==> config.mk <==
export PLATFORM = sky130hd
export DESIGN_NAME = imem_loader
export DESIGN_NICKNAME = d
export VERILOG_FILES = /design/src/rtl/imem_loader_pkg.sv /design/src/rtl/imem_byte_packer.sv /design/src/rtl/imem_loader.sv
export SDC_FILE = /design/constraint.sdc
export NUM_CORES = 1
export LEC_CHECK = 0
export BUFFER_PORTS_ARGS = -buffer_cell sky130_fd_sc_hd__clkbuf_2
export CAP_MARGIN = 30
export CORE_MARGIN = 3
export CORE_UTILIZATION = 50
export CTS_CLUSTER_SIZE = 24
export DETAILED_ROUTE_END_ITERATION = 10
export PLACE_DENSITY = 0.78
export RECOVER_POWER = 100
export SYNTH_ARGS = -nofsm -noshare
export SYNTH_HDL_FRONTEND = slang
export SYNTH_SLANG_ARGS = --single-unit
==> constraint.sdc <==
create_clock -name clk -period 2.29 [get_ports clk]
set_clock_uncertainty 0.15 [all_clocks]
set_input_delay 0.1145 -clock clk [delete_from_list [all_inputs] [get_ports clk]]
set_output_delay 0.1145 -clock clk [all_outputs]
set_load 0.01 [all_outputs]
==> src/rtl/imem_loader_pkg.sv <==
// imem_loader_pkg: shared definitions for the instruction-memory loader.
//   state_t          - loader FSM states
//   HDR_BYTES        - number of header (word count) bytes before the payload
//   bytes_per_word() - payload bytes packed into one instruction word
// Optional feature macro: IMEM_LOADER_CHECKSUM_EN (used by imem_loader).
package imem_loader_pkg;

  typedef enum logic [2:0] {
    IDLE,
    LEN_LO,
    LEN_HI,
    DATA,
    WRITE,
    CHK,
    DONE_ST
  } state_t;

  localparam int unsigned HDR_BYTES = 2;

  function automatic int unsigned bytes_per_word(input int unsigned data_width);
    return data_width / 8;
  endfunction

endpackage

==> src/rtl/imem_byte_packer.sv <==
// imem_byte_packer: collects bytes little-endian into one instruction word.
// Ports:
//   clk, rst     - rising-edge clock, synchronous active-high reset
//   clear        - restart packing (new load)
//   byte_en      - byte_data is consumed this cycle
//   byte_data    - incoming byte
//   word         - packed word (first byte of the word in [7:0])
//   byte_last    - the next consumed byte completes the word
//   word_valid   - word is complete (one cycle after the final byte)
module imem_byte_packer #(
  parameter int unsigned DATA_WIDTH     = 32,
  parameter int unsigned BYTES_PER_WORD = 4
) (
  input  logic                  clk,
  input  logic                  rst,
  input  logic                  clear,
  input  logic                  byte_en,
  input  logic [7:0]            byte_data,
  output logic [DATA_WIDTH-1:0] word,
  output logic                  byte_last,
  output logic                  word_valid
);

  localparam int unsigned CW = (BYTES_PER_WORD > 1) ? $clog2(BYTES_PER_WORD) : 1;

  logic [CW-1:0] byte_cnt;

  assign byte_last = (byte_cnt == CW'(BYTES_PER_WORD - 1));

  always_ff @(posedge clk) begin
    if (rst || clear) begin
      word       <= '0;
      byte_cnt   <= '0;
      word_valid <= 1'b0;
    end else begin
      word_valid <= byte_en && byte_last;
      if (byte_en) begin
        // Shift in from the top so the first byte ends up in [7:0].
        word     <= {byte_data, word[DATA_WIDTH-1:8]};
        byte_cnt <= byte_last ? '0 : byte_cnt + CW'(1);
      end
    end
  end

endmodule

==> src/rtl/imem_loader.sv <==
// imem_loader: loads an instruction memory from a byte stream.
// Stream: 16-bit little-endian word count N, then N words of 4 bytes each
// (little-endian), then - with IMEM_LOADER_CHECKSUM_EN defined - one byte
// equal to the XOR of all payload bytes.
// Ports:
//   clk, rst           - rising-edge clock, synchronous active-high reset
//   start              - pulse to begin a load (from IDLE or DONE_ST)
//   rx_data/rx_valid   - incoming byte stream; rx_ready = byte accepted
//   mem_we/mem_addr/mem_wdata - instruction-memory write port (byte address)
//   cpu_hold           - keeps the CPU in reset while loading
//   done, error        - sticky completion / abort flags
module imem_loader
  import imem_loader_pkg::*;
#(
  parameter int unsigned DATA_WIDTH    = 32,
  parameter int unsigned ADDRESS_WIDTH = 32,
  parameter int unsigned MEM_SIZE      = 37
) (
  input  logic                     clk,
  input  logic                     rst,
  input  logic                     start,
  input  logic [7:0]               rx_data,
  input  logic                     rx_valid,
  output logic                     rx_ready,
  output logic                     mem_we,
  output logic [ADDRESS_WIDTH-1:0] mem_addr,
  output logic [DATA_WIDTH-1:0]    mem_wdata,
  output logic                     cpu_hold,
  output logic                     done,
  output logic                     error
);

  localparam int unsigned BPW = bytes_per_word(DATA_WIDTH);

  state_t state, state_nxt;

  logic [7:0]            len_lo;
  logic [15:0]           word_cnt;
  logic [15:0]           word_idx;
  logic [15:0]           idx_next;
  logic [15:0]           hdr_n;
  logic                  load_start;
  logic                  set_done;
  logic                  set_error;
  logic                  accept;
  logic [DATA_WIDTH-1:0] word;
  logic                  byte_last;
  logic                  word_valid;
`ifdef IMEM_LOADER_CHECKSUM_EN
  logic [7:0]            csum;
`endif

  assign accept   = rx_valid && rx_ready;
  assign hdr_n    = {rx_data, len_lo};
  assign idx_next = word_idx + 16'd1;

  imem_byte_packer #(
    .DATA_WIDTH    (DATA_WIDTH),
    .BYTES_PER_WORD(BPW)
  ) u_packer (
    .clk       (clk),
    .rst       (rst),
    .clear     (load_start),
    .byte_en   ((state == DATA) && rx_valid),
    .byte_data (rx_data),
    .word      (word),
    .byte_last (byte_last),
    .word_valid(word_valid)
  );

  always_comb begin
    state_nxt  = state;
    load_start = 1'b0;
    set_done   = 1'b0;
    set_error  = 1'b0;
    rx_ready   = 1'b0;
    cpu_hold   = 1'b1;
    mem_we     = 1'b0;
    mem_addr   = '0;
    mem_wdata  = '0;
    unique case (state)
      IDLE: begin
        cpu_hold = 1'b0;
        if (start) begin
          state_nxt  = LEN_LO;
          load_start = 1'b1;
        end
      end
      LEN_LO: begin
        rx_ready = 1'b1;
        if (rx_valid) state_nxt = LEN_HI;
      end
      LEN_HI: begin
        rx_ready = 1'b1;
        if (rx_valid) begin
          if (hdr_n == 16'd0) begin
            state_nxt = DONE_ST;
            set_done  = 1'b1;
          end else if (32'(hdr_n) > 32'(MEM_SIZE)) begin
            state_nxt = DONE_ST;
            set_error = 1'b1;
          end else begin
            state_nxt = DATA;
          end
        end
      end
      DATA: begin
        rx_ready = 1'b1;
        if (rx_valid && byte_last) state_nxt = WRITE;
      end
      WRITE: begin
        mem_we    = word_valid;
        mem_addr  = ADDRESS_WIDTH'({word_idx, 2'b00});
        mem_wdata = word;
        if (idx_next == word_cnt) begin
`ifdef IMEM_LOADER_CHECKSUM_EN
          state_nxt = CHK;
`else
          state_nxt = DONE_ST;
          set_done  = 1'b1;
`endif
        end else begin
          state_nxt = DATA;
        end
      end
`ifdef IMEM_LOADER_CHECKSUM_EN
      CHK: begin
        rx_ready = 1'b1;
        if (rx_valid) begin
          state_nxt = DONE_ST;
          if (rx_data == csum) set_done  = 1'b1;
          else                 set_error = 1'b1;
        end
      end
`endif
      DONE_ST: begin
        cpu_hold = 1'b0;
        if (start) begin
          state_nxt  = LEN_LO;
          load_start = 1'b1;
        end
      end
      default: state_nxt = IDLE;
    endcase
  end

  always_ff @(posedge clk) begin
    if (rst) begin
      state    <= IDLE;
      len_lo   <= '0;
      word_cnt <= '0;
      word_idx <= '0;
      done     <= 1'b0;
      error    <= 1'b0;
`ifdef IMEM_LOADER_CHECKSUM_EN
      csum     <= '0;
`endif
    end else begin
      state <= state_nxt;
      if (load_start) begin
        word_idx <= '0;
        done     <= 1'b0;
        error    <= 1'b0;
`ifdef IMEM_LOADER_CHECKSUM_EN
        csum     <= '0;
`endif
      end
      if (state == LEN_LO && accept) len_lo   <= rx_data;
      if (state == LEN_HI && accept) word_cnt <= hdr_n;
      if (state == WRITE)            word_idx <= idx_next;
      if (set_done)                  done     <= 1'b1;
      if (set_error)                 error    <= 1'b1;
`ifdef IMEM_LOADER_CHECKSUM_EN
      if (state == DATA && accept)   csum     <= csum ^ rx_data;
`endif
    end
  end

endmodule

==> run summary, run 1 <==
The run finished with clean final reports. For the worst setup path, the data arrival time is 2.36 ns. The critical path in this run is classified as register to register. The average wire per cell in the routed design came out at about 15 um. Global routing consumed, over all layers together, 23.4% of the routing resources. The number of antenna violations at the first check in global routing is 0.

Timing would allow up to 442 MHz. The aggregate global routing overflow came out at 0. Hold timing on the final database bottoms out at a slack of 0.0485 ns. The die is about 98 um tall. Setup repair after global routing could not meet its margin everywhere.

The path class of the tightest hold or removal check is primary input to register. The main flop type after synthesis is dfxtp_1. The detailed router put a total of 5290 um of wire on met1. Setup violations remaining at the end of the flow were counted as 0. The register bit count reported by yosys came out at 80. The count of placed standard cells including taps came out at 718.

Once the floorplan was initialized, standard cells occupied 52.9% of the core. At the end of routability-driven placement, the weighted congestion stood at ~0.92. The logic gate share of total power came out at 31.6%.

The minimum setup slack after placement came out at -0.0355 ns. CTS built an H-tree with a depth of 3. The core occupancy in the finished layout came out at 62.3%. STA classifies the critical path startpoint as a register. The peak fanout along the critical path came out at 6. The total I/O pin count is 81. The distinct cell type count of the synthesized netlist came out at 51.

The worst slew margin relative to its limit is approximately two thirds. TritonCTS built the clock tree. The post-route clock period utilization came out at between 90% and 100%.

The core region is 7970 um^2. The iteration count of the initial detailed-routing pass is 5. The global-route wire length before repair came out at 18600 um. Max-cap violations in this run came to 0. Clock latency on the worst-skew pair, taken at its later pin, is about 0.35 ns. The fill cell total of the finished layout came out at 724. The largest net degree at the start of global routing came out at 51.

The TritonCTS sink count is 80. Clock tree synthesis inserted a total of 9 buffers. The wire length on met2 came out at 5160 um. In this run the deepest clock path goes through 2 buffers. Using the TritonRoute via totals, the vias-per-cell ratio works out to 5.67. Once layout is done, the placed cells without fillers occupy 4960 um^2. The number of synthesized flops with an enable pin came out at 0.

In this run the clock root is driven by a clkbuf_8. The worst-case vdd ir drop is 0.000447 V. The average size of a mapped cell is 7.44 um^2. The worst path needs 2.26 ns of the cycle, external delays included. The final setup slack of the worst path came out at about 0.028 ns. The total area of multi-input combinational cells came out at 2380 um^2. The detailed-placement wirelength estimate came out at roughly 7800 um. The count of yosys warnings during synthesis is 0. The analysis attributes to net switching a power of 1570 uW. For the worst setup path, the data required time is 2.39 ns. The total die area is 9560 um^2. The total via count in the routed design came out at 4207.

The internal power component came out at about 2600 uW. The final antenna diode count is 0. Signal routing reaches up to met4. The final number of hold-violating endpoints came out at 0. The fraction of power consumed by the clock network is 30.7%. The number of antenna-violating nets in the routed design is 0. Compared with the post-synthesis result, the final layout area differs by 17.8%. The routed design uses 664 um of met3 wire. The number of global-route vias before repair came out at 3823.

At the end of the flow, the number of nets in the layout was 650. The most common cell after layout, fill and taps aside is nand2_1. In the layout the commonest cells are nand2_1, a21oi_1, dfxtp_1. In this run the cell area measured after placement is 4670 um^2. The share of synthesized area occupied by flip-flops and latches is 38.0%. The share of synthesized flip-flops with an asynchronous set or reset came out at 0%. After detailed routing, the number of remaining DRC violations is 0.

The count of buffers inserted at the top-level ports came out at 64. The row count came out at 32. The actual slew at the worst max-slew pin came out at 0.510 ns. The chip width came out at 97.8 um. Of the total power, the share spent switching nets is 37.5%.

Registers are responsible for 37.7% of the overall power. The filler-free cell count of the finished design came out at 742. After detailed routing, the total wire length is 11300 um.

The synthesized netlist occupies a cell area of 4210 um^2. The total count of max-transition violations in the final report came to 0. Synthesis produced 566 cells. The detailed router finished its first iteration with 229 violations. Dividing total power by cell area gives a power density of 844 nW/um^2. The layout cell share with drive strength beyond 1 came out at 13.4%. For this design the static power due to leakage is between 0.0015 and 0.002 uW. The endpoint class of the critical path is a register. The register area came out at 1610 um^2.

Clock-pin slew was measured on the worst setup and hold paths at 0.08 ns.
## worst max-delay path, stage by stage, from the launching register on
cell and delay [ns]:
dfxtp_4 0.40, ha_4 0.18, nand3_2 0.08, or3_2 0.43, a21oi_2 0.13, a311oi_1 0.06
or4_4 0.44, o31a_1 0.30
## state kept, by name, summed over array words and instances (netlist names)
register,cells
u_packer.word,32
word_cnt,16
word_idx,16
len_lo,8
state,3
u_packer.byte_cnt,2
done,1
error,1
u_packer.word_valid,1
## through the flow
stage	TNS (ns)	power, uW
floorplan	0	2540
global placement	-0.0111	2900
detailed placement	-0.0355	2920
CTS	0	4200
global route	-0.0372	4410
finish	0	4190
## what timing repair did
action	4_1_cts	5_1_grt
resized for setup	4	10
hold buffers	8	0
pin swaps	0	1
endpoints found under the hold margin	24	0
buffers inserted	0	1
endpoints found under the setup margin	2	5
## layout make-up
class | instances | share of cell area, %
tap | 102 | 2.57
timing repair buffer | 105 | 11.7
clock buffer | 10 | 2.77
inverter | 6 | 0.454
sequential | 80 | 32.5
multi-input combinational | 434 | 47.9
clock inverter | 5 | 2.09
## final timing paths
check                   start                to  slack, ns  cells past startpoint
max reg2reg       word_idx[0]          state[0]       0.03                      7
max               word_idx[0]          state[0]       0.03                      7
min reg2reg  u_packer.word[3]  u_packer.word[3]       0.30                      2
min                       rst      word_idx[12]       0.05                      2
## synth_stat cells, drive strengths merged (2+ instances only)
library cell | n | area, um^2
nand2 | 129 | 484
dfxtp | 80 | 1600
a21oi | 79 | 395
and3 | 51 | 320
clkbuf | 38 | 146
nor2 | 34 | 128
buf | 23 | 175
xnor2 | 19 | 166
o21ai | 15 | 75.1
nand3 | 12 | 72.6
nor3 | 11 | 55.1
nor4 | 9 | 77.6
xor2 | 7 | 68.8
inv | 6 | 22.5
and2 | 5 | 31.3
nand4 | 5 | 52.6
or4 | 5 | 42.5
a211oi | 3 | 22.5
a311oi | 3 | 26.3
a31oi | 3 | 18.8
nand2b | 3 | 18.8
nand3b | 3 | 22.5
o22ai | 3 | 18.8
a22oi | 2 | 15.0
ha | 2 | 25.0
o21a | 2 | 15.0
o311ai | 2 | 17.5
or3 | 2 | 13.8
## kinds of logic after synthesis
logic type                 Yosys count  synth area share, %
and+or+nand+nor                    272                 31.9
adders and majority gates            2                0.594
AOI/OAI and AO/OA                  118                 15.6
DFF                                 80                 38.0
buffers and inverters               67                 8.17
other                                1               0.0890
xor gates and xnor gates            26                 5.59
## metal layers
layer	up-vias	global-route usage, %
met3	17	4.07
met1	1978	32.7
met4	0	8.52
li1	2054	-
met5	-	0
met2	158	36.2
## power groups by stage
stage,registers (uW),clock network (uW),logic [uW]
after floorplan,1560,0,973
after global placement,1600,0,1290
after detailed placement,1610,0,1310
after CTS,1580,1290,1330
after global routing,1590,1350,1470
final,1580,1290,1320
Note: power is estimated with default switching activity, not from simulation.
==> run 2: changes to the inputs <==
- CAP_MARGIN: 30 -> not set
- PLACE_DENSITY: 0.78 -> 0.84
==> run summary, run 2 (synthesis results as in run 1) <==
The core occupancy in the finished layout came out at 63.4% (+1.1 points). The critical path depth in cells is 7 (unchanged). The fraction of power consumed by the clock network came to 30.0% (-0.7 points). The total via count in the routed design is 4283 (+1.8%).

The total die area came out at 9560 um^2 (unchanged). The post-detailed-route DRC marker count was 0 (unchanged). The area growth from synthesis to layout came out at 20.0%. The die height came out at 97.8 um (unchanged). The post-route clock period utilization came out at 98.3% (-0.49 points). The logic gate share of total power is 33.0% (+1.4 points). The row count came out at 32 (unchanged). The delay of the slowest critical-path stage is 0.51 ns (+0.07 ns). For this design, the slowest cell found on the critical path is or4_4.

The worst-case vdd ir drop came out at 0.000439 V (-1.7%). The register area is 1610 um^2 (about the same). The overall power consumption is 4200 uW (+0.40%). Walking the worst path, the cells encountered are ha_4, xnor2_2, xnor2_1, nor4_2, nand3_1, or4_4, o31a_1.

The global-route wire length before repair is 18200 um (-2.1%). The area of the placeable core is 7970 um^2 (unchanged). The worst setup path is launched from a register. The root cell of the clock tree is clkbuf_8.

The aggregate global routing overflow came out at 0 (unchanged). The number of cells on the worst reg-to-reg path came to 7 (unchanged). The TritonCTS sink count is 80 (unchanged). The iteration count of the initial detailed-routing pass came out at 5 (unchanged). The library cells used most frequently in the layout, excluding fill and tap cells, are nand2_1, a21oi_1, dfxtp_1. The number of global-route vias before repair is 3791 (-0.84%). In the final layout, the registers with the most flip-flops are u_packer.word x32, word_cnt x16, word_idx x16.

The final net count came out at 659 (+1.4%). The weighted congestion at the end of routability-driven global placement was 0.892 (-3.3%). The largest net degree at the start of global routing came out at 36 (-29%). The library cell used most frequently in the layout, excluding fill and tap cells, is nand2_1. The worst slew margin relative to its limit is 54.6% (-11 points). The number of antenna violations at the first check in global routing came out at 0 (unchanged). The switching power share of the total came out at 37.3% (-0.21 points). The number of flip-flops in the largest register is 32 (unchanged). The final antenna diode count is 0 (unchanged).

The average wire per cell in the routed design is 15.0 um (-2.0%). The number of antenna-violating nets in the routed design was 0 (unchanged). The internal power component is 2640 uW (+0.74%). The filler-free cell count of the finished design is 752 (+1.3%).

The detailed-placement wirelength estimate came out at 7930 um (+1.5%). Grouping stages by cell kind, the critical path spends the most delay in simple AND/OR/NAND/NOR gates. The worst setup path is captured at a register. The number of cells on the worst hold path came to 2 (unchanged).

The path class of the tightest hold or removal check is primary input to register. The number of buffers added by the clock tree synthesis step came out at 9 (unchanged). The aggregate routed wire length is 11300 um (-0.67%). The run finished with clean final reports. The proportion of power drawn by flip-flops and latches came out at 36.9% (-0.8 points). The clock latency on the worst-skew pair came out at 0.35 ns (about the same). The maximum level of the CTS H-tree came out at 3 (unchanged). The switching power is 1570 uW (-0.18%). The total area of multi-input combinational cells was 2380 um^2 (+0.26%). TritonCTS built the clock tree. The actual slew at the worst max-slew pin is 0.681 ns (+0.172 ns).

The final number of hold-violating endpoints is 0 (unchanged). The chip width was 97.8 um (unchanged). The count of placed standard cells including taps is 725 (+0.97%). The clock input transition at the sequential cells of the worst setup and hold paths came to 0.09 ns (about the same). The total of endpoints with negative setup slack in the final report came to 0 (unchanged).

The time the worst path needs with I/O delays and setup is 2.25 ns (-0.0112 ns). The starting density of the core came out at 52.9% (unchanged). The buffer levels on the longest clock path came to 2 (unchanged). The areal power density over the cells came to 832 nW/um^2 (-1.4%). The data required time of the worst path came out at 2.37 ns (-0.02 ns). The total count of max-transition violations in the final report is 0 (unchanged). The overall routing resource usage is 22.6% (-0.71 points). The count of buffers inserted at the top-level ports came out at 64 (unchanged). The buffer and inverter count on the worst path came out at 0 (unchanged). The peak fanout along the critical path came out at 5 (-1). The fill cell total of the finished layout came out at 667 (-7.9%). The average vias per placed instance came out at 5.70 (+0.45%). The achievable frequency is 444 MHz (+0.50%).

The number of maximum-capacitance violations is 0 (unchanged). The worst setup path is of the register to register kind. The starting DRC count in detailed routing is 352 (+54%). Setup repair after global routing could not meet its margin everywhere.

The leakage power came out at 0.00201 uW (+4.1%). The worst endpoint data arrival time is 2.33 ns (-0.03 ns). The total I/O pin count came out at 81 (unchanged). The layout cell share with drive strength beyond 1 is 15.8% (+2.4 points). The largest register by flop count is u_packer.word.
-- run 2: cell count changes in the layout (fill, tap and decap cells not counted), sizes merged --
cell / change
clkbuf: +4
buf: +5
inv: +1
-- run 2: per-layer routing --
metal	routed length, um	vias up	GRT usage (%)
met5	0	-	0
li1	-	2056	-
met2	5400	196	36.4
met4	184	0	8.31
met3	736	18	3.07
met1	4940	2013	31.1
-- run 2: per-stage QoR --
| step | hold slack [ns] | setup slack (ns) | instance area [um^2] | TNS [ns] |
|---|---|---|---|---|
| 2_1_floorplan | 0.100 | 0.000841 | 4290 | 0 |
| 3_3_place_gp | 0.247 | -0.0642 | 4710 | -0.0754 |
| 3_5_place_dp | 0.256 | -0.100 | 4710 | -0.178 |
| 4_1_cts | 0.00430 | 0.00105 | 5040 | 0 |
| 5_1_grt | 0.0370 | -0.0123 | 5050 | -0.0222 |
| 6_report | 0.0115 | 0.0388 | 5050 | 0 |
-- run 2: worst paths after layout --
kind                          from                to  slack [ns]
hold / removal                 rst      word_idx[10]        0.01
setup reg to reg       word_idx[0]          state[0]        0.04
hold reg to reg   u_packer.word[3]  u_packer.word[3]        0.30
setup / recovery       word_idx[0]          state[0]        0.04
-- run 2: power groups by stage --
stage	clock network (uW)	registers [uW]	logic [uW]
detailed placement	0	1580	1340
CTS	1270	1550	1360
finish	1260	1550	1390
global placement	0	1580	1320
floorplan	0	1560	973
global route	1330	1560	1540
-- run 2: final cells by class --
type                    count  area share (%)
clock buffers              10            2.53
inverters                   6           0.446
multi-input cells         434            47.2
well taps                 102            2.53
flip-flops and latches     80            31.9
clock inverters             6            2.25
repair buffers            114            13.1
-- run 2: timing repair --
item,CTS,global route
pin swaps,0,9
buffers inserted,0,3
setup endpoints to repair,3,3
hold endpoints to repair,24,0
hold buffers,8,0
resized for setup,4,12
==> run 3: changes to the inputs <==
- CORE_UTILIZATION: 50 -> 55
- CTS_BUF_LIST: not set -> sky130_fd_sc_hd__clkbuf_16
- PLACE_DENSITY: 0.84 -> 0.87
- clock period: 2.29 -> 2.6 ns (I/O delays scaled with it)
==> run summary, run 3 (synthesis results as in run 1) <==
The total count of max-transition violations in the final report came out at 0 (unchanged). The clock latency on the worst-skew pair came out at 0.34 ns (about the same). The core occupancy in the finished layout came to 66.6% (+3.2 points). The average vias per placed instance is 5.92 (+3.9%). The actual slew at the worst max-slew pin is 0.723 ns (+0.0417 ns). The largest registers in the layout are u_packer.word x32, word_cnt x16, word_idx x16. The worst slew margin relative to its limit came out at 51.8% (-2.8 points). The fill cell total of the finished layout is 650 (-2.5%).

The category of the worst setup path launch point is a register. The buffer levels on the longest clock path came out at 2 (unchanged). The final antenna diode count is 0 (unchanged). The total of endpoints with negative setup slack in the final report came out at 0 (unchanged). The layout cell share with drive strength beyond 1 was 10.0% (-5.8 points). The count of buffers inserted at the top-level ports was 64 (unchanged). The number of maximum-capacitance violations is 0 (unchanged). The die height came out at 93.5 um (-4.4%). The weighted congestion at the end of routability-driven global placement came to 0.838 (-6.0%). The peak fanout along the critical path came out at 4 (-1). The number of antenna-violating nets in the routed design came out at 0 (unchanged).

The overall routing resource usage is 27.0% (+4.4 points). The leakage power is 0.00189 uW (-5.9%). The areal power density over the cells came out at 815 nW/um^2 (-2.0%). The total area of multi-input combinational cells came out at 2330 um^2 (-2.3%). The worst hold-check path type is primary input to register.

The final setup slack of the worst path came out at 0.0458 ns (+0.00705 ns). The number of global-route vias before repair is 4043 (+6.6%). The global-route wire length before repair came to 18900 um (+3.7%). The count of placed standard cells including taps is 703 (-3.0%). The cell sitting at the root of the clock tree is a clkbuf_16.

The achievable frequency is 392 MHz (-12%). The post-detailed-route DRC marker count was 0 (unchanged). The critical path start-end classification is register to register. The register area came out at 1600 um^2 (-0.62%).

The number of buffers added by the clock tree synthesis step was 9 (unchanged). The total via count in the routed design came out at 4304 (+0.49%). The setup fix buffers added after clock tree synthesis came out at 0 (unchanged). Leaving out fill and tap cells, the most frequent cells in the layout are nand2_1, a21oi_1, dfxtp_1. The detailed-placement wirelength estimate came out at 7600 um (-4.1%). Leaving out fill and tap cells, the most frequent cell in the layout is nand2_1. The starting density of the core is 57.5% (+4.6 points). The worst endpoint data arrival time came out at 2.63 ns (+0.30 ns).

The largest net degree at the start of global routing is 38 (+5.6%). The worst-case vdd ir drop is 0.000560 V (+28%). The maximum level of the CTS H-tree came out at 3 (unchanged).

The filler-free cell count of the finished design came out at 727 (-3.3%). The CTS tree is done. The minimum setup slack after placement is 0.0855 ns (+0.186 ns). The clock input transition at the sequential cells of the worst setup and hold paths is 0.07 ns (-0.02 ns).

The total negative setup slack was 0 ns (unchanged). The post-route clock period utilization came out at 98.2% (about the same). The row count came out at 31 (-3.1%). The number of flip-flops in the largest register is 32 (unchanged).

The total die area came out at 8740 um^2 (-8.5%). The iteration count of the initial detailed-routing pass came out at 5 (unchanged). The number of antenna violations at the first check in global routing is 0 (unchanged). The area of the placeable core came to 7330 um^2 (-8.0%).

The endpoint class of the critical path is a register. Ranked by flip-flop count, first place goes to u_packer.word. The data required time of the worst path came out at 2.67 ns (+0.30 ns). The area growth from synthesis to layout is 16.0%.

The aggregate routed wire length was 11800 um (+4.6%). The chip width is 93.5 um (-4.4%). The total I/O pin count is 81 (unchanged). The TritonCTS sink count is 80 (unchanged).

The aggregate global routing overflow is 0 (unchanged). The average wire per cell in the routed design is 16.2 um (+8.2%). The final number of hold-violating endpoints came to 0 (unchanged). The run finished with clean final reports. The starting DRC count in detailed routing came out at 430 (+22%). The time the worst path needs with I/O delays and setup was 2.55 ns (+0.303 ns). The final net count was 637 (-3.3%).
==> run 3: cell types whose count changed in the layout (fill, tap and decap cells not counted), sizes merged <==
cell      before  now
buf           36   14
inv            8   10
bufinv         3    2
clkbuf        80   79
clkinv         1    0
clkinvlp       0    1
==> run 3: path summary, 6_finish.rpt <==
kind	start	slack [ns]	end	cells after the start
setup / recovery	word_idx[0]	0.05	state[0]	7
hold / removal	rst	0.14	word_idx[6]	2
setup reg to reg	word_idx[0]	0.05	state[0]	7
hold reg to reg	u_packer.word[0]	0.30	u_packer.word[0]	2
==> run 3: layout make-up <==
type | count | area share [%]
flip-flops and latches | 80 | 32.8
inverters | 6 | 0.461
repair buffers | 92 | 9.66
multi-input cells | 434 | 47.7
well taps | 99 | 2.54
clock buffers | 9 | 4.61
clock inverters | 7 | 2.20
==> run 3: repair_timing <==
action | CTS | global route
resized for setup | 0 | 3
setup endpoints to repair | 0 | 1
hold endpoints to repair | 24 | 0
hold buffers | 8 | 0
==> run 3: worst max-delay path: stages (launching register included) <==
cell and delay (ns):
dfxtp_1 0.40, buf_4 0.17, nand3_1 0.14, xnor2_1 0.21, nor4_2 0.37, nand3_1 0.13, or4_4 0.57, o31a_1 0.31
==> run 3: metal layers <==
metal	global-route usage [%]	up-vias	routed length, um
met1	35.2	2023	4920
li1	-	2020	-
met2	43.3	231	5620
met3	4.51	30	961
met5	0	-	0
met4	13.2	0	283
==> run 3: power breakdown <==
group	internal, uW	total (uW)	switching [uW]	leakage, uW
clock	861	1410	553	0.000160
sequential	1290	1360	69.1	0.000646
combinational	343	1210	867	0.00108
total	2490	3980	1490	0.00189
==> run 3: stage by stage <==
stage          area (um^2)  total power (uW)  hold slack (ns)
4_1_cts               4960              3980            0.131
6_report              4880              3980            0.141
3_3_place_gp          4540              2520            0.255
5_1_grt               4880              4160            0.182
2_1_floorplan         4270              2230            0.116
3_5_place_dp          4540              2560            0.266
